## config.mk

```make
export PLATFORM = sky130hd
export DESIGN_NAME = imem_loader
export DESIGN_NICKNAME = d
export VERILOG_FILES = /design/src/rtl/imem_loader.sv
export SDC_FILE = /design/constraint.sdc
export NUM_CORES = 1
export LEC_CHECK = 0
export CAP_MARGIN = 20
export CORE_UTILIZATION = 40
export DETAILED_ROUTE_END_ITERATION = 7
export HOLD_SLACK_MARGIN = 0.1
export PLACE_DENSITY = 0.69
export SYNTH_ARGS = -nofsm -noshare
export SYNTH_HDL_FRONTEND = slang
export SYNTH_SLANG_ARGS = --single-unit
export TNS_END_PERCENT = 10
```

## constraint.sdc

```tcl
create_clock -name clk -period 4.4 [get_ports clk]
set_input_delay 0.88 -clock clk [delete_from_list [all_inputs] [get_ports clk]]
set_output_delay 0.88 -clock clk [all_outputs]
set_load 0.005 [all_outputs]
```

## src/rtl/imem_loader.sv

```systemverilog
// ---------------------------------------------------------------------------
// imem_loader
// Loads an instruction memory from a byte stream. The stream begins with a
// 4-byte little-endian length (a byte count). The payload bytes that follow
// are packed little-endian into 32-bit words, and each word is written to
// BASE + 4*w.
//
// Ports
//   clk, rst           clock, synchronous active-high reset
//   start              begin a load (honoured in IDLE or DONE only)
//   in_valid/in_ready  byte-stream handshake, payload on in_data[7:0]
//   mem_we             one-cycle word write strobe
//   mem_addr/mem_wdata byte address / little-endian word, valid with mem_we
//   busy/done/err      status: loading / finished / length rejected
//
// Only N=32 is supported.
// ---------------------------------------------------------------------------
module imem_loader #(
    parameter int N    = 32,
    parameter int A    = 32,
    parameter int SIZE = 131072,
    parameter int BASE = 0
) (
    input  logic         clk,
    input  logic         rst,
    input  logic         start,
    input  logic         in_valid,
    input  logic [7:0]   in_data,
    output logic         in_ready,
    output logic         mem_we,
    output logic [A-1:0] mem_addr,
    output logic [N-1:0] mem_wdata,
    output logic         busy,
    output logic         done,
    output logic         err
);

    typedef enum logic [1:0] {S_IDLE, S_LEN, S_DATA, S_DONE} state_t;

    // Largest payload that fits between BASE and the end of memory.
    localparam logic [31:0]  CAP    = 32'(SIZE - BASE);
    localparam logic [A-1:0] BASE_A = A'(BASE);

    state_t       state_q, state_d;
    logic [31:0]  cnt_q, cnt_d;      // bytes accepted in the current phase
    logic [31:0]  len_q, len_d;      // payload length being assembled / held
    logic [31:0]  word_q, word_d;    // partially assembled data word
    logic         mem_we_q, mem_we_d;
    logic [A-1:0] addr_q, addr_d;
    logic [31:0]  wdata_q, wdata_d;
    logic         err_q, err_d;

    logic         ready_int;
    logic         accept;
    logic [1:0]   lane;
    logic [31:0]  len_full;
    logic [31:0]  word_nxt;
    logic         last;

    assign ready_int = (state_q == S_LEN) || (state_q == S_DATA);
    assign accept    = in_valid && ready_int;
    assign lane      = cnt_q[1:0];

    always_comb begin
        state_d  = state_q;
        cnt_d    = cnt_q;
        len_d    = len_q;
        word_d   = word_q;
        mem_we_d = 1'b0;
        addr_d   = addr_q;
        wdata_d  = wdata_q;
        err_d    = err_q;

        len_full = len_q;
        len_full[{lane, 3'b000} +: 8] = in_data;
        word_nxt = word_q;
        word_nxt[{lane, 3'b000} +: 8] = in_data;
        last     = (cnt_q + 32'd1) == len_q;

        case (state_q)
            S_IDLE, S_DONE: begin
                if (start) begin
                    state_d = S_LEN;
                    cnt_d   = '0;
                    len_d   = '0;
                    word_d  = '0;
                    err_d   = 1'b0;
                end
            end
            S_LEN: begin
                if (accept) begin
                    len_d = len_full;
                    cnt_d = cnt_q + 32'd1;
                    if (lane == 2'd3) begin
                        cnt_d  = '0;
                        word_d = '0;
                        if (len_full == 32'd0) begin
                            state_d = S_DONE;
                        end else if (len_full > CAP) begin
                            state_d = S_DONE;
                            err_d   = 1'b1;
                        end else begin
                            state_d = S_DATA;
                        end
                    end
                end
            end
            S_DATA: begin
                if (accept) begin
                    cnt_d  = cnt_q + 32'd1;
                    word_d = word_nxt;
                    // A word is flushed when full or when it holds the final
                    // byte; clearing word_q afterwards zero-fills unused lanes
                    // of a trailing partial word.
                    if (lane == 2'd3 || last) begin
                        mem_we_d = 1'b1;
                        addr_d   = BASE_A + A'({cnt_q[31:2], 2'b00});
                        wdata_d  = word_nxt;
                        word_d   = '0;
                    end
                    if (last) state_d = S_DONE;
                end
            end
            default: state_d = S_IDLE;
        endcase
    end

    always_ff @(posedge clk) begin
        if (rst) begin
            state_q  <= S_IDLE;
            cnt_q    <= '0;
            len_q    <= '0;
            word_q   <= '0;
            mem_we_q <= 1'b0;
            addr_q   <= '0;
            wdata_q  <= '0;
            err_q    <= 1'b0;
        end else begin
            state_q  <= state_d;
            cnt_q    <= cnt_d;
            len_q    <= len_d;
            word_q   <= word_d;
            mem_we_q <= mem_we_d;
            addr_q   <= addr_d;
            wdata_q  <= wdata_d;
            err_q    <= err_d;
        end
    end

    // Outputs are forced low while rst is high so that no byte is
    // handshaken and no write escapes during the reset cycle itself.
    assign in_ready  = !rst && ready_int;
    assign mem_we    = !rst && mem_we_q;
    assign mem_addr  = rst ? '0 : addr_q;
    assign mem_wdata = rst ? '0 : N'(wdata_q);
    assign busy      = !rst && ready_int;
    assign done      = !rst && (state_q == S_DONE);
    assign err       = !rst && (state_q == S_DONE) && err_q;

endmodule
```

After elaboration in Yosys (flattened, before gate mapping)
Cells that the tools add are included.

Logic and storage cells: 77. Bits in registers: 162. Input bits: 12.

Order comparisons: 1. Shift-type cells: 2. Add/subtract/negate cells: 2. Muxes and demuxes: 31. Equality and inequality tests: 12. Reductions and logical operators: 19. Bitwise logic cells: 2.

Operators by type and width (count): $mux 32 (11); $pmux 32 s3 (2); $bwmux 32 (2); $pmux 32 s2 (1); $add 32x1->32 const B (1); $eq 32x32->1 (1); $gt 32x18->1 const B (1); $logic_not 32->1 (1); $shift 8x7->32 const A (1); $shiftx 8x7->32 (1); $mux 2 (5); $ne 2x2->1 const B (5); $reduce_and 3->1 (3); $mux 1 (8); $neg 5->7 (1); $eq 2x2->1 const B (3); $pmux 2 s3 (1); $reduce_and 6->1 (1); $logic_and 1x1->1 (5); $reduce_and 5->1 (1); $ne 2x1->1 const B (2); $reduce_and 4->1 (1); $reduce_or 3->1 (1); $eq 2x1->1 const B (1); 7 further kinds (9).

Logic depth before layout (Yosys ltp)
Gate-level depths: netlist of run 1.

Depth in word-level cells: 9. Depth in mapped cells: 15. Depth with buffers taken out: 12.

Worst setup path before layout of run 1
Ideal clock, no wire load.

Path kind: flip-flop to flip-flop. Start point: register cnt_q[0]. End point: register addr_q[10]. Period minus slack after synthesis: 3.323 ns. Setup time: 0.121 ns. Slack: 1.077 ns. Path buffers: 3. Cell stages (with the launch flop): 13. Arrival time: 3.202 ns. Cells stage by stage: dfxtp_1 buf_4 nand4_4 or4_4 or4_4 xnor2_2 nor3_1 nand4b_1 nor4_2 o21ba_2 buf_12 buf_12 mux2_4.

Word-level cells in the longest chain between the ends: 4. Elaborated cells between the ends (all ways): 5.

RTL lines: start, declared (line 45) `logic [31:0] cnt_q, cnt_d;`; start signal, assigned (line 140) `cnt_q <= cnt_d;`; $add 32x1->32 (line 78) `last = (cnt_q + 32'd1) == len_q;`; $eq 32x32->1 (line 78); $logic_or 1x1->1 * (line 115) `if (lane == 2'd3 || last) begin`; $reduce_and 3->1 (no line) *; end signal, assigned (line 144) `addr_q <= addr_d;`; end, declared (line 49) `logic [A-1:0] addr_q, addr_d;`.

Every way passes the cells marked *; elsewhere a longest branch is shown, timed or not. A chain may end at the register's enable or synchronous reset.

Worst setup path in the final report of run 1
Start point: register cnt_q[1]. End point: register wdata_q[1].

Word-level cells in the longest chain between the ends: 4. Elaborated cells between the ends (all ways): 9.

RTL lines: $add 32x1->32 (line 78); $eq 32x32->1 (line 78); $logic_or 1x1->1 (line 115); $reduce_and 3->1 (no line); end signal, assigned (line 145) `wdata_q <= wdata_d;`; end, declared (line 50) `logic [31:0] wdata_q, wdata_d;`.

Several ways; a longest one is shown, not always the timed one.

==> results of run 1 <==
logic make-up (layout without fill, tap and decap cells):
logic type               after synthesis  count (layout)  synth area share, %
other                                  1               2               0.0402
adder cells (fa/ha/maj)               10              10                 1.34
AND/OR/NAND/NOR                      443             443                 26.1
flip-flops                           162             162                 34.8
buffers and inverters                108             149                 7.33
XOR/XNOR                              43              43                 4.12
multiplexers                          67              67                 10.4
AO/OA/AOI/OAI                        219             219                 15.8
flip-flops by register name, summed over array words and instances, names as in the netlist:
signal / cells
cnt_q: 32
len_q: 32
wdata_q: 32
word_q: 32
addr_q: 30
state_q: 2
err_q: 1
mem_we_q: 1
worst paths after layout:
path,start,depth (start not counted),end
max reg2reg,cnt_q[1],13,wdata_q[1]
min,word_q[29],1,word_q[29]
max,cnt_q[1],13,wdata_q[1]
min reg2reg,word_q[29],1,word_q[29]
synthesized netlist by cell type (12+ instances only):
| cell | number |
|---|---|
| dfxtp_1 | 162 |
| nand2_1 | 99 |
| nor2_1 | 89 |
| a21oi_1 | 78 |
| nor2b_1 | 71 |
| mux2_4 | 59 |
| clkbuf_1 | 46 |
| xnor2_1 | 30 |
| o21ai_0 | 29 |
| o2bb2ai_1 | 24 |
| nor3_1 | 23 |
| nand3_1 | 21 |
| nor4_1 | 19 |
| and2b_1 | 18 |
| nand4_1 | 18 |
| a32oi_1 | 17 |
| buf_4 | 16 |
| inv_1 | 12 |
| xor2_1 | 12 |
worst reg2reg max path, stage by stage, from the launching register on:
cell	delay [ns]
dfxtp_1	0.49
ha_1	0.44
inv_1	0.15
ha_1	0.33
xor2_1	0.17
nand3_1	0.09
a211oi_1	0.28
nand4_1	0.16
nor4_2	0.30
nand4b_1	0.16
nor4_2	0.39
o21ba_4	0.31
buf_12	0.28
mux2_2	0.39
final cells by class:
type | count | share of cell area (%)
multi-input cells | 784 | 50.7
flip-flops and latches | 162 | 30.4
repair buffers | 102 | 9.49
clock inverters | 15 | 1.50
clock buffers | 17 | 3.99
inverters | 15 | 0.528
well taps | 285 | 3.34
stage by stage:
stage | worst slack, ns | cell area (um^2) | utilization [%] | power, mW
2_1_floorplan | 1.08 | 9320 | - | 2.10
3_3_place_gp | 0.588 | 10100 | 44.4 | 2.37
3_5_place_dp | 0.444 | 10100 | 44.4 | 2.37
4_1_cts | 0.423 | 10700 | 47.0 | 3.84
5_1_grt | 0.130 | 10700 | 47.0 | 3.98
6_report | 0.369 | 10700 | 47.0 | 3.83
where the power goes:
group,internal [mW],switching (mW),total [mW]
combinational,0.246,0.606,0.852
sequential,1.49,0.0192,1.51
clock,0.759,0.711,1.47
layer usage:
| metal | vias up | wire, um | track usage [%] | part of all wire, % |
|---|---|---|---|---|
| li1 | 3793 | - | - | - |
| met1 | 3693 | 11400 | 28.2 | 46 |
| met2 | 265 | 11200 | 33.2 | 45 |
| met3 | 58 | 1420 | 3.87 | 5.8 |
| met4 | 0 | 663 | 7.21 | 2.7 |
| met5 | - | 0 | 0 | 0 |
==> results.md, run 1 <==
- Kind of cell adding the most delay to the critical path: simple AND/OR/NAND/NOR gates
- Max IR drop VDD: 293 uV
- Vias after detailed routing: 7,809
- Number of remaining DRC errors: 0
- Largest stage delay on the critical path: 0.49 ns
- First DRT Iteration DRCs: 681
- Dpl hpwl: roughly 17 mm
- Top_reg_cell synth: dfxtp_1
- Worst Path Buf+Inv: 2
- Chip width: 155 um
- Layout cells sized above 1: between 10% and 20%
- Non-filler instance count after layout: 1,380
- Router iterations before antenna repair: 6
- DR WL/cell: 17.9 um
- Worst skew pair latency: 0.45 ns
- Register area share after synthesis: 34.8%
- Grt ovf: 0
- Final min period: ~4.0 ns
- Area share of the largest cell type after synthesis: 34.8%
- Die Span Y: between 150 and 200 um
- Cell area after synthesis: 9320 um^2
- Final hold violation count: 0
- Cell variety after synth: 81
- CP startpoint kind: flop
- Register bit total from synthesis: 162
- Initial Utilization: 41.0%
- Placed cell count: 1,348
- IO Pins: 81
- Rows: 55
- Clock-pin slew on the worst setup and hold paths: 0.08 ns
- Gate Count Post-Synth: 1,053
- Hold-fix buffers at CTS: 0
- Total Routing Usage GR: 20.9%
- Clk buf depth: 2
- Rel. slew slack: 29.4%
- Multi-input logic area: 5410 um^2
- Routed WL: 24.6 mm
- Final-report setup violation count: 0
- Largest net degree at the start of global routing: 55
- Number of enable flip-flop cells after synthesis: 0
- Layout area overhead: 14.5%
- Most area-hungry cell type in the Yosys netlist: dfxtp_1
- Final count of pins violating max slew: 0
- Tightest Pin Transition: 1.06 ns
- Final Cycle Share: about nine tenths
- N_diodes: 0
- First-pass GRT wire length: 39.3 mm
- I/O Buffers: 78
- Setup Fix Bufs, Post-CTS: 0
- CTS sink count: 162
- RSZ-0062 raised after global routing: false
- Register area: 3240 um^2
- Maxcap violations: 0
- Fill cell count: 2,186
- Synth top area cells: dfxtp_1 35%, mux2_4 9.5%, nor2b_1 4.8%
- Worst Path Required: 4.74 ns
- Crit path kind: reg2reg
- Most common cell after layout, fill and taps aside: dfxtp_1
- Setup TNS: 0 ns
- Most frequent cells in the layout: 162 x dfxtp_1, 99 x nand2_1, 89 x nor2_1
- Status: completed
- Setup Skew: 0.0139 ns
- Die Area: 23,900 um^2
- Number of CTS-inserted buffers: 17
- CTS root buf: clkbuf_16
- Core area: 22,700 um^2
- Crit path max fanout: 32
- Slowest CP cell: dfxtp_1
- Synth warnings: 0
- RePlAce Congestion: 0.921
- Worst setup EP type: flop
- Vias in the first global route: between 7,000 and 8,000
- Worst hold-check path type: reg2reg
- CTS tree: yes
- CP Cell Sequence: ha_1 > inv_1 > ha_1 > xor2_1 > nand3_1 > a211oi_1 > nand4_1 > nor4_2 > nand4b_1 > nor4_2 > o21ba_4 > buf_12 > mux2_2
- Critical path arrival: about 4.4 ns
- Post-synth ARST share: 0%
- Leak: 3.76 nW
- Hold Worst Slack: 0.460 ns
- Mean post-synth cell area: just under 9 um^2
- Vias per Instance: 5.66
- Post-DRT Antenna Nets: 0
- Fmax: 248 MHz
- Final net count: approximately 1,100
- Cell Pwr Density: 359 nW/um^2
- H-tree depth: 4
- R2R setup slack: approximately 0.37 ns
- Cts repair resizes: 0
- Initial antenna violation count: 0
Note: power is estimated with default switching activity, not from simulation.
==> run 2, diff against run 1 <==
- ABC_CLOCK_PERIOD_IN_PS: not set -> 4400
==> results of run 2 <==
No change in the layout: final DEF, timing and power equal those of run 1.
==> run 3, diff against run 2 <==
- ABC_CLOCK_PERIOD_IN_PS: 4400 -> 3900
- clock period: 4.4 -> 3.9 ns (I/O delays scaled with it)
==> run 3 against run 2 <==
Against the previous run:
- routed wire length up 3.5%
- largest power group is now the clock network
- largest cell class unchanged
- highest routed layer unchanged
- sequential power up 13%
- flip-flop and latch count unchanged
- core utilization up 0.94 points
- sequential share of layout area down 0.58 points
- fmax up 7.8%
- non-clock buffer count up 25
- critical path depth down 2
- final area up 2.0%
- worst setup slack worse by 0.21 ns
- worst hold slack better by 0.0013 ns
- critical endpoint unchanged
- global-route usage up 0.81 points
==> results.md, run 3 (same netlist as run 1, synthesis figures left out) <==
- Layout area overhead: 16.8%
- Number of CTS-inserted buffers: 17 (unchanged)
- IO Pins: 81 (unchanged)
- Crit path max fanout: 37 (+16%)
- Final instance area: 10,900 um^2 (+2.0%)
- Most common cell after layout, fill and taps aside: dfxtp_1
- CTS tree: yes
- Tightest Pin Transition: 1.01 ns (-0.0495 ns)
- Crit path kind: reg2reg
- Largest net degree at the start of global routing: 64 (+16%)
- Dpl hpwl: 17.7 mm (+1.6%)
- CP startpoint kind: flop
- Layout cells sized above 1: 16.5% (+2.2 points)
- Router iterations before antenna repair: 5 (-1)
- I/O Buffers: 78 (unchanged)
- Leak: 3.90 nW (+3.8%)
- Core area: 22,700 um^2 (unchanged)
- Final min period: 3.74 ns (-0.290 ns)
- Fmax: 267 MHz (+7.8%)
- Worst Path Required: 4.23 ns (-0.51 ns)
- Initial Utilization: 41.0% (unchanged)
- Setup TNS: 0 ns (unchanged)
- RSZ-0062 raised after global routing: false
- CTS root buf: clkbuf_16
- Final worst slack: 0.159 ns (-0.210 ns)
- Final count of pins violating max slew: 0 (unchanged)
- Pre-CTS WS: 0.0962 ns (-0.347 ns)
- Routed WL: 25.5 mm (+3.5%)
- Comb pwr share: 22.6% (+0.3 points)
- CTS sink count: 162 (unchanged)
- Max IR drop VDD: 303 uV (+3.5%)
- Initial antenna violation count: 0 (unchanged)
- Chip width: 155 um (unchanged)
- Final hold violation count: 0 (unchanged)
- Power Total: 4.43 mW (+16%)
- Status: completed
- N_diodes: 0 (unchanged)
- Number of remaining DRC errors: 0 (unchanged)
- Die Area: 23,900 um^2 (unchanged)
- Power Internal: 2.94 mW (+18%)
- First DRT Iteration DRCs: 902 (+32%)
- Critical path arrival: 4.08 ns (-0.29 ns)
- Clock-pin slew on the worst setup and hold paths: 0.07 ns (about the same)
- Setup Skew: 0.0130 ns (-0.000937 ns)
- Sw Ratio: 33.6% (-1.3 points)
- Placed cell count: 1,373 (+1.9%)
- DR WL/cell: 18.2 um (+1.7%)
- Cell Pwr Density: 407 nW/um^2 (+13%)
- Power share of the clock group: 39.1% (+0.7 points)
- Dpl cell area: 10,300 um^2 (+1.9%)
- Final net count: 1,129 (+2.3%)
- Maxcap violations: 0 (unchanged)
- Final-report setup violation count: 0 (unchanged)
- Worst hold-check path type: reg2reg
- Rel. slew slack: 32.7% (+3.3 points)
- Grt ovf: 0 (unchanged)
- Final Cycle Share: 95.9% (+4.3 points)
- Vias in the first global route: 7,478 (+3.3%)
- Hold-fix buffers at CTS: 0 (unchanged)
- RePlAce Congestion: 0.993 (+7.7%)
- Worst setup EP type: flop
- Switching power: 1.49 mW (+11%)
- Post-layout util: 47.9% (+0.94 points)
- Hold Worst Slack: 0.461 ns (+0.00126 ns)
- Vias per Instance: 5.68 (+0.42%)
- Most frequent cells in the layout: 160 x dfxtp_1, 99 x nand2_1, 89 x nor2_1
- Worst skew pair latency: 0.44 ns (about the same)
- Post-DRT Antenna Nets: 0 (unchanged)
- Vias after detailed routing: 7,984 (+2.2%)
- Non-filler instance count after layout: 1,405 (+1.8%)
- Rows: 55 (unchanged)
- First-pass GRT wire length: 40.7 mm (+3.6%)
- Clk buf depth: 2 (unchanged)
- Die Span Y: 155 um (unchanged)
- Total Routing Usage GR: 21.7% (+0.81 points)
- Sequential power share: 38.3% (-1.0 points)
- H-tree depth: 4 (unchanged)
==> run 3: layer usage <==
metal | track usage [%] | vias up | wire [um]
met1 | 30.2 | 3776 | 11700
met2 | 33.9 | 319 | 11400
met4 | 7.69 | 0 | 648
met3 | 3.28 | 59 | 1730
li1 | - | 3830 | -
met5 | 0 | - | 0
==> run 3: power by group through the flow <==
stage,sequential [mW],clock [mW],combinational (mW)
after global routing,1.70,1.82,1.08
final,1.70,1.73,1.00
after CTS,1.69,1.76,0.981
after floorplan,1.73,0,0.645
after global placement,1.73,0,0.973
after detailed placement,1.73,0,0.977
==> run 3: worst max-delay path, stage by stage, from the launching register on <==
cell	delay, ns
dfxtp_1	0.35
ha_2	0.30
and4_1	0.36
nand2_2	0.16
nor4_4	0.40
xnor2_1	0.19
nor4_2	0.42
nand4b_1	0.19
nor4_2	0.37
o21ba_4	0.21
buf_12	0.28
mux2_2	0.37
==> run 3: what timing repair did <==
action                                 CTS  global route
endpoints found under the hold margin    0             0
setup endpoints to repair                0            63
setup buffers                            0             0
resized for setup                        0             5
==> run 3: path summary, 6_finish.rpt <==
kind	from	endpoint	slack, ns	depth (start not counted)
max reg2reg	cnt_q[0]	wdata_q[1]	0.16	11
min reg2reg	word_q[30]	word_q[30]	0.46	1
max	cnt_q[0]	wdata_q[1]	0.16	11
min	word_q[30]	word_q[30]	0.46	1
==> run 3: final cells by class <==
class,instances,area (um^2)
fill,2196,11800
clock buffer,19,433
timing repair buffer,127,1200
clock inverter,13,161
sequential,162,3250
inverter,15,56.3
multi-input combinational,784,5430
tap,285,357
